--- config.mk ---
export PLATFORM = sky130hd
export DESIGN_NAME = inst_fetch
export DESIGN_NICKNAME = d
export VERILOG_FILES = /design/src/rtl/inst_fetch.sv
export SDC_FILE = /design/constraint.sdc
export NUM_CORES = 1
export LEC_CHECK = 0
export BUFFER_PORTS_ARGS = -buffer_cell sky130_fd_sc_hd__buf_2
export CAP_MARGIN = 0
export CORE_AREA = 5 5 127 129
export CTS_CLUSTER_DIAMETER = 40
export DETAILED_ROUTE_END_ITERATION = 8
export DIE_AREA = 0 0 132 134
export PLACE_DENSITY = 0.8
export SETUP_SLACK_MARGIN = 0.05
export SLEW_MARGIN = 5
export SYNTH_ARGS = -nofsm -noshare
export SYNTH_HDL_FRONTEND = slang
export SYNTH_SLANG_ARGS = --single-unit
--- constraint.sdc ---
create_clock -name clk -period 3.2 [get_ports clk]
set_input_delay 0.16 -clock clk [delete_from_list [all_inputs] [get_ports clk]]
set_output_delay 0.16 -clock clk [all_outputs]
set_load 0.05 [all_outputs]
--- src/rtl/inst_fetch.sv ---
// ---------------------------------------------------------------------------
// inst_fetch -- instruction fetch stage with a 2-entry {pc, inst} queue.
//
// Fetches sequential words from an instruction ROM, buffers up to two
// fetched instructions for decode, and restarts at a new PC on redirect.
//
// Ports
//   clk            : clock, all state on rising edge
//   rst            : asynchronous active-low reset
//   rom_cs         : ROM request strobe (high only while fetching)
//   rom_addr       : ROM word address = {2'b00, pc[31:2]}
//   rom_dout       : ROM read data, valid when rom_cs & ~rom_stall
//   rom_stall      : ROM busy; low for one cycle per completed access
//   redirect       : branch/jump redirect request
//   redirect_pc    : redirect byte target (low two bits ignored)
//   if_valid       : queue head holds a valid instruction
//   if_inst        : queue-head instruction word (0 when empty)
//   if_pc          : byte PC of if_inst (0 when empty)
//   id_ready       : decode accepts the head when if_valid & id_ready
//   perf_stall_cnt : ROM wait-cycle counter
//
// Configuration
//   IF_PERF_CNT_EN : when defined, perf_stall_cnt counts cycles with
//                    rom_cs & rom_stall; otherwise it is tied to zero.
// ---------------------------------------------------------------------------
module inst_fetch #(
    parameter logic [31:0] RESET_PC = 32'h0000_0000
) (
    input  logic        clk,
    input  logic        rst,
    output logic        rom_cs,
    output logic [31:0] rom_addr,
    input  logic [31:0] rom_dout,
    input  logic        rom_stall,
    input  logic        redirect,
    input  logic [31:0] redirect_pc,
    output logic        if_valid,
    output logic [31:0] if_inst,
    output logic [31:0] if_pc,
    input  logic        id_ready,
    output logic [31:0] perf_stall_cnt
);

    typedef enum logic [1:0] {
        S_IDLE  = 2'd0,
        S_FETCH = 2'd1,
        S_WAIT  = 2'd2,
        S_REDIR = 2'd3
    } state_t;

    state_t      r_state;
    state_t      w_state_nxt;
    logic [31:0] r_pc;
    logic [1:0]  r_cnt;
    logic [31:0] r_q_pc   [2];
    logic [31:0] r_q_inst [2];

    logic        w_flush;
    logic        w_push;
    logic        w_pop;
    logic [1:0]  w_cnt_nxt;
    logic [1:0]  w_wr_slot;
    logic        w_unused;

    // A redirect only matters once the fetch engine is running.
    assign w_flush = redirect && (r_state != S_IDLE);
    // Redirect wins over both queue operations; same-cycle ROM data is dropped.
    assign w_push  = (r_state == S_FETCH) && !rom_stall && !w_flush;
    assign w_pop   = (r_cnt != 2'd0) && id_ready && !w_flush;

    assign w_cnt_nxt = r_cnt + {1'b0, w_push} - {1'b0, w_pop};
    // Slot to write on push: after a same-cycle pop the entries shift down one.
    assign w_wr_slot = r_cnt - {1'b0, w_pop};

    // Low target bits are forced to zero, so they are intentionally unread.
    assign w_unused = &{1'b0, redirect_pc[1:0]};

    // ---------------- FSM: state register ----------------
    always_ff @(posedge clk or negedge rst) begin
        if (!rst) r_state <= S_IDLE;
        else      r_state <= w_state_nxt;
    end

    // ---------------- FSM: next-state logic ----------------
    always_comb begin
        w_state_nxt = r_state;
        case (r_state)
            S_IDLE:  w_state_nxt = S_FETCH;
            // Stop requesting once the push fills the queue.
            S_FETCH: if (w_push && (w_cnt_nxt == 2'd2)) w_state_nxt = S_WAIT;
            S_WAIT:  if (w_cnt_nxt != 2'd2) w_state_nxt = S_FETCH;
            // One idle cycle with rom_cs low aborts the ROM's in-flight access.
            S_REDIR: w_state_nxt = S_FETCH;
            default: w_state_nxt = S_IDLE;
        endcase
        if (w_flush) w_state_nxt = S_REDIR;
    end

    // ---------------- FSM: outputs ----------------
    always_comb begin
        rom_cs = 1'b0;
        if (r_state == S_FETCH) rom_cs = 1'b1;
    end

    assign rom_addr = {2'b00, r_pc[31:2]};

    // ---------------- PC ----------------
    always_ff @(posedge clk or negedge rst) begin
        if (!rst)        r_pc <= RESET_PC;
        else if (w_flush) r_pc <= {redirect_pc[31:2], 2'b00};
        else if (w_push) r_pc <= r_pc + 32'd4;
    end

    // ---------------- fetch queue ----------------
    // Entry 0 is the head. On pop the tail shifts down; a push in the same
    // cycle lands behind whatever remains, so order is preserved.
    always_ff @(posedge clk or negedge rst) begin
        if (!rst) begin
            r_cnt       <= 2'd0;
            r_q_pc[0]   <= 32'd0;
            r_q_pc[1]   <= 32'd0;
            r_q_inst[0] <= 32'd0;
            r_q_inst[1] <= 32'd0;
        end else if (w_flush) begin
            r_cnt <= 2'd0;
        end else begin
            if (w_pop) begin
                r_q_pc[0]   <= r_q_pc[1];
                r_q_inst[0] <= r_q_inst[1];
            end
            if (w_push) begin
                r_q_pc[w_wr_slot[0]]   <= r_pc;
                r_q_inst[w_wr_slot[0]] <= rom_dout;
            end
            r_cnt <= w_cnt_nxt;
        end
    end

    assign if_valid = (r_cnt != 2'd0);
    assign if_inst  = if_valid ? r_q_inst[0] : 32'd0;
    assign if_pc    = if_valid ? r_q_pc[0]   : 32'd0;

    // ---------------- ROM wait counter ----------------
`ifdef IF_PERF_CNT_EN
    logic [31:0] r_perf_cnt;

    always_ff @(posedge clk or negedge rst) begin
        if (!rst)                  r_perf_cnt <= 32'd0;
        else if (rom_cs && rom_stall) r_perf_cnt <= r_perf_cnt + 32'd1;
    end

    assign perf_stall_cnt = r_perf_cnt;
`else
    assign perf_stall_cnt = 32'h0;
`endif

endmodule
* After elaboration in Yosys (flattened, before gate mapping)
Index checks and enable logic that the tools add are counted.
** Word-level totals
- Register bits :: 164
- Input bits :: 69
- Output and inout bits :: 130
- Logic and storage cells :: 58
** Cells by class
- $add $sub $neg :: 4
- $lt $le $gt $ge :: 2
- Eq/ne operators :: 7
- Mux-type cells :: 20
- Bitwise logic cells :: 2
- Reductions and logical operators :: 16
** Operators by type and width (count)
- $mux W32 :: 9
- $bwmux W64 :: 2
- $mux W64 :: 2
- $add A32 B3 Y32 const B :: 1
- $demux W32 S1 :: 1
- $mux W2 :: 4
- $logic_and A1 B1 Y1 :: 7
- $eq A2 B2 Y1 const B :: 3
- $ne A3 B3 Y1 const B :: 2
- $pmux W2 S3 :: 1
- $reduce_bool A2 Y1 :: 3
- $reduce_and A2 Y1 :: 2
- $add A2 B1 Y2 :: 1
- $eq A2 B1 Y1 const B :: 1
- $ge A2 B2 Y1 const B :: 1
- $logic_not A1 Y1 :: 2
- $logic_not A2 Y1 :: 1
- $lt A2 B1 Y1 const B :: 1
- $ne A2 B2 Y1 const B :: 1
- $not A1 Y2 :: 1
- $reduce_or A2 Y1 :: 1
- $sub A2 B1 Y2 :: 1
- $mux W1 :: 1
- $not A1 Y1 :: 1
- $sub A1 B1 Y1 :: 1

* Logic depth before layout (Yosys ltp)
Gate-level depths: netlist of run 1.
- Depth after elaboration :: 12
- Depth in mapped cells :: 13
- Depth with buffers taken out :: 11

* Worst setup path after synthesis of run 1
No wires, ideal clock.
- Path kind :: register to register
- Start :: register r_state[1]
- End :: register r_state[1]
- Setup time :: 119 ps
- Arrival time :: 2378 ps
- Required time :: 3081 ps
- Setup slack :: 703 ps
- Stages on the path, launching flop included :: 14
- Path buffers :: 2
- Period minus slack after synthesis :: 2497 ps
- Path through :: dfrtp_1 or3b_1 buf_4 nor2_8 inv_4 clkbuf_1 ha_1 inv_1 ha_1 xor2_1 xnor2_1 nor2_1 a21oi_1 nor2_1
** Between the ends
- Longest elaborated chain between the ends :: 10
- Elaborated cells on any way between the ends :: 21
- Classes of those cells :: 2 x add/sub; 7 x eq/ne; 2 x mux; 10 x reduce/logical
** Ends and longest elaborated chain
- start, declared :: RTL line 51 : state_t r_state;
- start signal, assigned :: RTL line 81 : else r_state <= w_state_nxt;
- $reduce_bool A2 Y1 :: RTL line 66 : assign w_flush = redirect && (r_state != S_IDLE);
- $logic_and A1 B1 Y1 :: RTL line 66
- $logic_not A1 Y1 :: RTL line 68, 69
- $logic_and A1 B1 Y1 :: RTL line 68 : assign w_push = (r_state == S_FETCH) && !rom_stall && !w_flush;
- $add A2 B1 Y2 :: RTL line 71 : assign w_cnt_nxt = r_cnt + {1'b0, w_push} - {1'b0, w_pop};
- $sub A2 B1 Y2 :: RTL line 71
- $eq A2 B2 Y1 :: RTL line 90 : S_FETCH: if (w_push && (w_cnt_nxt == 2'd2)) w_state_nxt = S_WAIT;
- $logic_and A1 B1 Y1 :: RTL line 90
- $ne A3 B3 Y1 (no line)
- $reduce_and A2 Y1 (no line)
Parallel ways exist; a longest one is shown, timed or not.
A chain may end at the register's enable or synchronous reset.

* Worst setup path after layout of run 1
Ends and elaborated chain as after synthesis.

==> results.toml, run 1 <==
[outcome]
outcome = "finished clean"

[floorplan]
num_rows = 45
die_y_um = 134
start_util = 0.528
dieArea_mm2 = 0.0177
die_w_um = 132
core_mm2 = 0.0149
ios = 199

[setup_path]
cp_num_buf_inv = 2
critPathMaxFanout = 27
critPathRequiredTime_ns = 3.51
crit_type = "reg -> reg"
r2r_start = "r_state[1]"
path_delay_family = "simple AND/OR/NAND/NOR gates"
worstPathArrival_ns = 3.17
cp-end-kind = "register"
start_kind = "register"
slowest_delay_ns = 0.59
path_cells = "or3b_1, nor2_8, inv_4, ha_1, inv_1, ha_1, xor2_1, xnor2_1, nor2_1, a21oi_1, nor2_1"
r2r_end = "r_state[1]"
cpMaxStageDelayCell = "or3b_1"
r2r_slack_ns = 0.35
r2r_cells = 11

[placement]
gp_congestion = 0.850
dpl-instance-area_mm2 = 0.00872
place_hpwl_um = 13200
port_buffers = 162

[finish]
nets = 1001
postLayoutCellArea_mm2 = 0.00996
multi_input_area_mm2 = 0.00350
regArea_mm2 = 0.00400
diodes = 0
post-route-util = 0.667
syn_to_final_growth_pct = 26.3
layout-drive-gt1-share = 0.237
nFillCells = 1117

[detailed_routing]
num_vias = 6405
drc = 0
ant_nets = 0
drtIter0Drc = 436
highest_layer = "met4"
viasPerCell = 5.67
met2_length_um = 10100
wl_met3_um = 1310
postRouteWirelength_um = 20800
wl_per_cell_um = 18.4
m1WireLength_um = 8540
drtPass1Iterations = 5

[sta]
tightest_slew_ns = 0.738
layout_worst_path_cycle_share = 0.892
finalSetupTns_ns = 0
min_period_ns = 2.85
skew_ns = 0.00747
fmax_mhz = 350
relSlewSlack = 0.508
rsz0062_at_grt = "false"
slew_viol_final = 0
hold-worst-slack_ns = 0.0219
finalSetupViolations = 0
final-hold-violation-count = 0

[logic_synthesis]
synth_area_per_cell_um2 = 11.0
syn_area_mm2 = 0.00789
synthCells = 717
synth_enable_flop_cells = 0
ys_ff_latch = 160
ys_top_cells_by_area = "dfrtp_1 51%, mux2_1 8.9%, and2_1 5.4%, buf_4 4.4%, a22o_1 3.3%"
yosysSeqAreaShare = 0.508
synth_top_area_share = 0.508
yosys.area.top_type = "dfrtp_1"
async_reset_ff_frac = 1.00
ys_warn_count = 0
synth_ff_type = "dfrtp_1"
synth_cell_types = 53

[clock_network]
cts_tree = "done"
clkLatencyLatePin_ns = 0.42
ctsResizeCount = 0
cts_buffers = 17
cts_setup_buffers = 0
htreeDepth = 4
clkSinkCount = 160
cts_buffer_depth = 2
clkTransAtPathRegs_ns = 0.06
root_buffer = "clkbuf_16"

[power]
vdd_ir_drop_max_mv = 0.446
p_leak_nw = 4.97
power_density_mw_per_mm2 = 771
finalPower_mw = 7.67

[global_routing]
antenna_found_initial = 0
grt_use_total = 0.238
grt_pass1_vias = 6370
grt_max_degree = 77
grt_overflow = 0
grt_first_pass_wirelength_um = 33700

[hold_path]
min_from = "redirect_pc[23]"
hold_end = "r_pc[23]"
whs_path_depth = 3
hp-class = "in -> reg"

[run]
max_cap_viol_count = 0
==> layout by cell type (no fill, tap or decap), types with 5 or more instances in the layout <==
master	count
a22o_1	30
a21o_1	30
a21oi_1	13
nand2_1	56
o22ai_1	7
a221o_1	5
dlygate4sd3_1	59
nor2_1	22
buf_2	161
and3_1	7
nor3_1	5
nand4_1	15
and2_1	67
o21ai_0	26
nand3_1	12
o21ai_1	27
a22oi_1	6
conb_1	34
xor2_1	15
clkbuf_8	5
mux2_1	62
a31oi_1	7
mux2i_1	26
dfrtp_1	160
buf_4	14
clkbuf_16	17
==> registers in the layout, indices dropped and copies added (netlist names) <==
register  cells
r_pc         30
r_q_pc       62
r_cnt         2
r_q_inst     64
r_state       2
==> cells by family after synthesis <==
| kind of cell | count (synthesis) | synth area share |
|---|---|---|
| muxes | 88 | 0.122 |
| adders and majority gates | 3 | 0.00476 |
| AOI/OAI and AO/OA | 162 | 0.139 |
| xor gates and xnor gates | 18 | 0.0200 |
| other | 1 | 0.000476 |
| and+or+nand+nor | 203 | 0.141 |
| buffers and inverters | 82 | 0.0654 |
| DFF | 160 | 0.508 |
==> worst max path at each step <==
stage	startpoint	to	slack, ns	depth (start not counted)
finish	r_state[1]	r_state[1]	0.35	11
global route	r_state[1]	r_state[1]	0.19	11
CTS	r_state[1]	r_state[1]	0.37	11
detailed placement	r_state[1]	r_state[1]	0.45	11
global placement	r_state[1]	r_state[1]	0.49	11
floorplan	r_state[1]	r_state[1]	0.70	13
==> Yosys cell counts (all sizes together) (3+ instances only) <==
cell type	instances
a22o	30
inv	5
buf	60
xor2	15
nand3	12
o211ai	3
mux2i	26
clkbuf	17
nor3	6
a21oi	13
mux2	62
o22ai	7
nand4	15
o21ai	55
a221o	5
dfrtp	160
xnor2	3
nand2	57
and2	68
ha	3
a22oi	6
a21o	30
nor2	25
a31oi	7
and3	7
==> through the flow <==
step | worst slack [ns] | std cells
5_1_grt | 0.194 | 1130
3_5_place_dp | 0.449 | 1039
3_3_place_gp | 0.495 | 1039
2_1_floorplan | 0.703 | 750
6_report | 0.346 | 1130
4_1_cts | 0.370 | 1130
==> area by class of cell <==
type                       count  share of cell area
clock buffer                  22              0.0496
multi-input combinational    508               0.352
inverter                       5             0.00214
clock inverter                10              0.0150
timing repair buffer         237               0.156
sequential                   160               0.402
tap                          188              0.0236
==> power breakdown <==
group | internal, mW | switching [mW] | leakage [nW] | total [mW]
clock | 1.34 | 0.832 | 0.315 | 2.17
combinational | 0.807 | 1.43 | 2.64 | 2.24
sequential | 2.78 | 0.476 | 2.02 | 3.26
total | 4.93 | 2.74 | 4.97 | 7.67
==> worst min-delay path: stages <==
cell	delay (ns)
buf_2	0.08
a22oi_1	0.08
o21ai_0	0.09
==> per-layer routing <==
layer	global-route usage	vias up
met4	0.126	0
met2	0.379	260
met1	0.305	3187
met3	0.0529	60
li1	-	2898
met5	0	-
==> what timing repair did <==
item | CTS | global route
hold buffers | 59 | 0
setup endpoints to repair | 0 | 0
endpoints found under the hold margin | 117 | 0
Power figures use the tool's default switching activity.
==> run 2, diff against run 1 <==
--- a/config.mk
+++ b/config.mk
@@ -12,6 +12,7 @@
 export DETAILED_ROUTE_END_ITERATION = 8
 export DIE_AREA = 0 0 132 134
 export PLACE_DENSITY = 0.8
+export RECOVER_POWER = 100
 export SETUP_SLACK_MARGIN = 0.05
 export SLEW_MARGIN = 5
 export SYNTH_ARGS = -nofsm -noshare
==> run 2 against run 1 <==
The flow now finishes with violations (capacitance limit, slew limit). Sequential power about the same. Wire length about the same. Sequential share of layout area up 0.63 points.
==> results.toml, run 2 (same netlist as run 1, synthesis figures left out) <==
[power]
vdd_ir_drop_max_mv = 0.435
p_leak_nw = 4.64
power_density_mw_per_mm2 = 775

[global_routing]
grt_overflow = 0
grt_first_pass_wirelength_um = 33700
grt_max_degree = 77
antenna_found_initial = 0
grt_pass1_vias = 6370
grt_use_total = 0.238

[setup_path]
start_kind = "register"
r2r_start = "r_state[1]"
critPathMaxFanout = 32
cp-end-kind = "register"
r2r_cells = 6
r2r_end = "r_q_pc[33]"
critPathRequiredTime_ns = 3.50
crit_path_end = "r_q_pc[33]"
r2r_slack_ns = 0.26
crit_type = "reg -> reg"
critPathLaunch = "r_state[1]"
worstPathArrival_ns = 3.24

[floorplan]
core_mm2 = 0.0149
die_w_um = 132
dieArea_mm2 = 0.0177
die_y_um = 134
ios = 199
start_util = 0.528
num_rows = 45

[sta]
relSlewSlack = -0.543
hold-worst-slack_ns = 0.0185
tightest_slew_ns = 2.31
skew_ns = 0.00637
finalSetupTns_ns = 0
fmax_mhz = 340
finalSetupViolations = 0
slew_viol_final = 51
layout_worst_path_cycle_share = 0.918
rsz0062_at_grt = "false"
final-hold-violation-count = 0
min_period_ns = 2.94

[detailed_routing]
num_vias = 6362
drtPass1Iterations = 5
viasPerCell = 5.63
postRouteWirelength_um = 20800
wl_per_cell_um = 18.4
drc = 0
drtIter0Drc = 448
ant_nets = 0

[placement]
gp_congestion = 0.850
port_buffers = 162
dpl-instance-area_mm2 = 0.00872
place_hpwl_um = 13200

[clock_network]
cts_buffer_depth = 2
cts_buffers = 17
clkTransAtPathRegs_ns = 0.06
cts_tree = "done"
clkSinkCount = 160
ctsResizeCount = 0
cts_hold_buf = 59
root_buffer = "clkbuf_16"
cts_setup_buffers = 0
htreeDepth = 4
clkLatencyLatePin_ns = 0.42

[finish]
diodes = 0
top_register = "r_q_inst"
largest_reg_flops = 64
syn_to_final_growth_pct = 24.4
nets = 1001
layout_common_cells = "160 x dfrtp_1, 79 x clkbuf_1, 70 x buf_2"
final_common_cell = "dfrtp_1"
layout-drive-gt1-share = 0.149
reg_top3 = "r_q_inst x64, r_q_pc x62, r_pc x30"
postLayoutCellArea_mm2 = 0.00981

[run]
max_cap_viol_count = 1

[hold_path]
hp-class = "in -> reg"

[outcome]
violations = "capacitance limit, slew limit"
outcome = "finished with violations"
## run 2: critical path, stage by stage (launching register included)
cell and delay (ns):
dfrtp_1 0.46, or3b_1 0.59, nor2_8 0.27, inv_4 0.17, o21ai_2 0.39, nand2_2 0.54, and2_0 0.39
## run 2: worst min-delay path by stage
stage,from,end,slack (ns),depth (start not counted)
finish,redirect_pc[23],r_pc[23],0.02,3
floorplan,rst,r_cnt[0],-0.14,0
CTS,redirect_pc[23],r_pc[23],0.003,3
global placement,rst,r_pc[13],0.13,1
detailed placement,rst,r_pc[11],0.14,1
global route,redirect_pc[23],r_pc[23],0.02,3
## run 2: layout make-up
type | instances | area, um2
Fill cell | 1182 | 5110
Sequential cell | 160 | 4000
Multi-Input combinational cell | 508 | 3470
Timing Repair Buffer | 237 | 1430
Clock buffer | 22 | 494
Tap cell | 188 | 235
Clock inverter | 10 | 149
Inverter | 5 | 21.3
## run 2: power breakdown
group / leakage [nW] / switching [mW] / internal [mW] / total [mW]
Clock: 0.315 / 0.829 / 1.34 / 2.17
Combinational: 2.30 / 1.43 / 0.746 / 2.17
Sequential: 2.02 / 0.472 / 2.78 / 3.25
## run 2: per-stage QoR
| stage | power, mW | setup WS [ns] | std cells | utilization |
|---|---|---|---|---|
| 3_5_place_dp | 5.45 | 0.449 | 1039 | 0.585 |
| 4_1_cts | 7.70 | 0.370 | 1130 | 0.667 |
| 3_3_place_gp | 5.35 | 0.495 | 1039 | 0.585 |
| 6_report | 7.60 | 0.262 | 1130 | 0.657 |
| 2_1_floorplan | 4.88 | 0.703 | 750 | - |
| 5_1_grt | 7.99 | 0.112 | 1130 | 0.657 |
## run 2: per-layer routing
| metal | part of all wire | up-vias | GRT usage |
|---|---|---|---|
| met3 | 0.058 | 51 | 0.0529 |
| li1 | - | 2897 | - |
| met1 | 0.41 | 3168 | 0.305 |
| met4 | 0.037 | 0 | 0.126 |
| met2 | 0.49 | 246 | 0.379 |
| met5 | 0 | - | 0 |
==> run 3, diff against run 2 <==
--- a/config.mk
+++ b/config.mk
@@ -7,11 +7,11 @@
 export LEC_CHECK = 0
 export BUFFER_PORTS_ARGS = -buffer_cell sky130_fd_sc_hd__buf_2
 export CAP_MARGIN = 0
-export CORE_AREA = 5 5 127 129
+export CORE_AREA = 5 5 123 125
 export CTS_CLUSTER_DIAMETER = 40
 export DETAILED_ROUTE_END_ITERATION = 8
-export DIE_AREA = 0 0 132 134
-export PLACE_DENSITY = 0.8
+export DIE_AREA = 0 0 128 130
+export PLACE_DENSITY = 0.94
 export RECOVER_POWER = 100
 export SETUP_SLACK_MARGIN = 0.05
 export SLEW_MARGIN = 5
==> constraint.sdc (replaced) <==
create_clock -name clk -period 3.8 [get_ports clk]
set_input_delay 0.19 -clock clk [delete_from_list [all_inputs] [get_ports clk]]
set_output_delay 0.19 -clock clk [all_outputs]
set_load 0.05 [all_outputs]
==> run 3 against run 2 <==
The run still ends with capacitance limit, slew limit left. Power down 19%. Setup slack better by 0.33 ns. Design area down 5.0%. Sequential cell count unchanged. Clock power down 24%. Clock skew up 0.0014 ns. Global-route usage up 1.2 points. Clock-buffer cell count unchanged. Critical path depth unchanged. Sequential share of layout area up 2.1 points. Highest routed layer unchanged. Critical path type unchanged. Via count down 2.0%. Register-to-register slack better by 0.33 ns.
==> results.toml, run 3 (same netlist as run 1, synthesis figures left out) <==
[finish]
reg_top3 = "r_q_inst x64, r_q_pc x62, r_pc x30"
largest_reg_flops = 64
diodes = 0
layout_common_cells = "160 x dfrtp_1, 97 x clkbuf_1, 67 x buf_2"
syn_to_final_growth_pct = 18.2
top_register = "r_q_inst"
nets = 963
layout-drive-gt1-share = 0.127
final_common_cell = "dfrtp_1"

[sta]
finalSetupTns_ns = 0
rsz0062_at_grt = "false"
skew_ns = 0.00776
hold-worst-slack_ns = 0.0148
worst_slack_ns = 0.593
final-hold-violation-count = 0
fmax_mhz = 312
slew_viol_final = 109
finalSetupViolations = 0
tightest_slew_ns = 2.64
relSlewSlack = -0.762
min_period_ns = 3.21
layout_worst_path_cycle_share = 0.844

[setup_path]
critPathMaxFanout = 32
slowest_delay_ns = 0.83
worstPathArrival_ns = 3.50
crit_type = "reg -> reg"
cp-end-kind = "register"
cpMaxStageDelayCell = "nand2_1"
path_cells = "or3b_1, nor2_8, inv_4, o21ai_4, nand2_1, and2_1"
start_kind = "register"
critPathRequiredTime_ns = 4.10

[floorplan]
die_y_um = 130
num_rows = 43
core_mm2 = 0.0138
dieArea_mm2 = 0.0166
start_util = 0.572
ios = 199
die_w_um = 128

[power]
p_leak_nw = 4.36
intPower_mw = 3.94
comb_power_share = 0.290
switching_share = 0.363
clockPowerShare = 0.265
pwr-share-seq = 0.445
vdd_ir_drop_max_mv = 0.370
power_density_mw_per_mm2 = 664
p_switching_mw = 2.25

[outcome]
outcome = "finished with violations"
violations = "capacitance limit, slew limit"

[global_routing]
grt_overflow = 0
grt_first_pass_wirelength_um = 32800
grt_max_degree = 109
antenna_found_initial = 0
grt_pass1_vias = 6287
grt_use_total = 0.250

[clock_network]
cts_buffer_depth = 2
htreeDepth = 4
cts_tree = "done"
clkTransAtPathRegs_ns = 0.06
clkLatencyLatePin_ns = 0.42
clkSinkCount = 160
root_buffer = "clkbuf_16"
cts_buffers = 17

[detailed_routing]
postRouteWirelength_um = 20500
drtIter0Drc = 527
viasPerCell = 5.77
num_vias = 6236
ant_nets = 0
drc = 0
wl_per_cell_um = 19.0
drtPass1Iterations = 5

[placement]
gp_congestion = 0.865
place_ws_ns = 1.03
place_hpwl_um = 13300
port_buffers = 162

[run]
max_cap_viol_count = 1

[hold_path]
hp-class = "in -> reg"
run 3: per-stage QoR:
stage | utilization | power [mW] | std cells | cell area (um2)
after floorplan | - | 4.11 | 750 | 8010
after global placement | 0.629 | 4.48 | 1026 | 8670
after detailed placement | 0.629 | 4.60 | 1026 | 8670
after CTS | 0.689 | 6.28 | 1080 | 9490
after global routing | 0.677 | 6.51 | 1080 | 9320
final | 0.677 | 6.19 | 1080 | 9320
run 3: path summary, 6_finish.rpt:
path | start | endpoint | slack (ns) | cells past startpoint
worst max-delay path | r_state[1] | r_q_pc[33] | 0.59 | 6
worst min-delay path | rom_dout[26] | r_q_inst[58] | 0.01 | 3
worst max register to register | r_state[1] | r_q_pc[33] | 0.59 | 6
worst min register to register | r_q_inst[63] | r_q_inst[63] | 0.47 | 1
max in group asynchronous | rst | r_q_inst[10] | 1.02 | 3
min in group asynchronous | rst | r_pc[11] | 1.15 | 2
run 3: layout make-up:
| type | instances | area (um2) |
|---|---|---|
| clock buffers | 22 | 474 |
| fillers | 1050 | 4450 |
| repair buffers | 199 | 1040 |
| multi-input cells | 508 | 3470 |
| inverters | 5 | 21.3 |
| clock inverters | 6 | 85.1 |
| well taps | 180 | 225 |
| flip-flops and latches | 160 | 4000 |
run 3: metal layers:
| layer | part of all wire | vias up | track usage |
|---|---|---|---|
| met2 | 0.51 | 286 | 0.429 |
| li1 | - | 2811 | - |
| met1 | 0.39 | 3087 | 0.315 |
| met5 | 0 | - | 0 |
| met3 | 0.067 | 52 | 0.0495 |
| met4 | 0.029 | 0 | 0.0974 |
run 3: worst max-delay path: cells and delay by family, from the launching register on:
| kind | cells | cell delay, ns |
|---|---|---|
| compound gates | 1 | 0.28 |
| buf+inv | 1 | 0.17 |
| flops | 1 | 0.46 |
| simple gates | 4 | 2.17 |
run 3: power by group through the flow:
stage,Clock (mW),Sequential [mW],Combinational [mW]
6_report,1.64,2.76,1.80
3_3_place_gp,0,2.71,1.77
5_1_grt,1.74,2.83,1.94
2_1_floorplan,0,2.74,1.36
4_1_cts,1.67,2.74,1.87
3_5_place_dp,0,2.76,1.84
run 3: what timing repair did:
action	CTS	global route
hold buffers	26	0
endpoints found under the hold margin	132	0
setup buffers	0	0
resized for setup	0	0
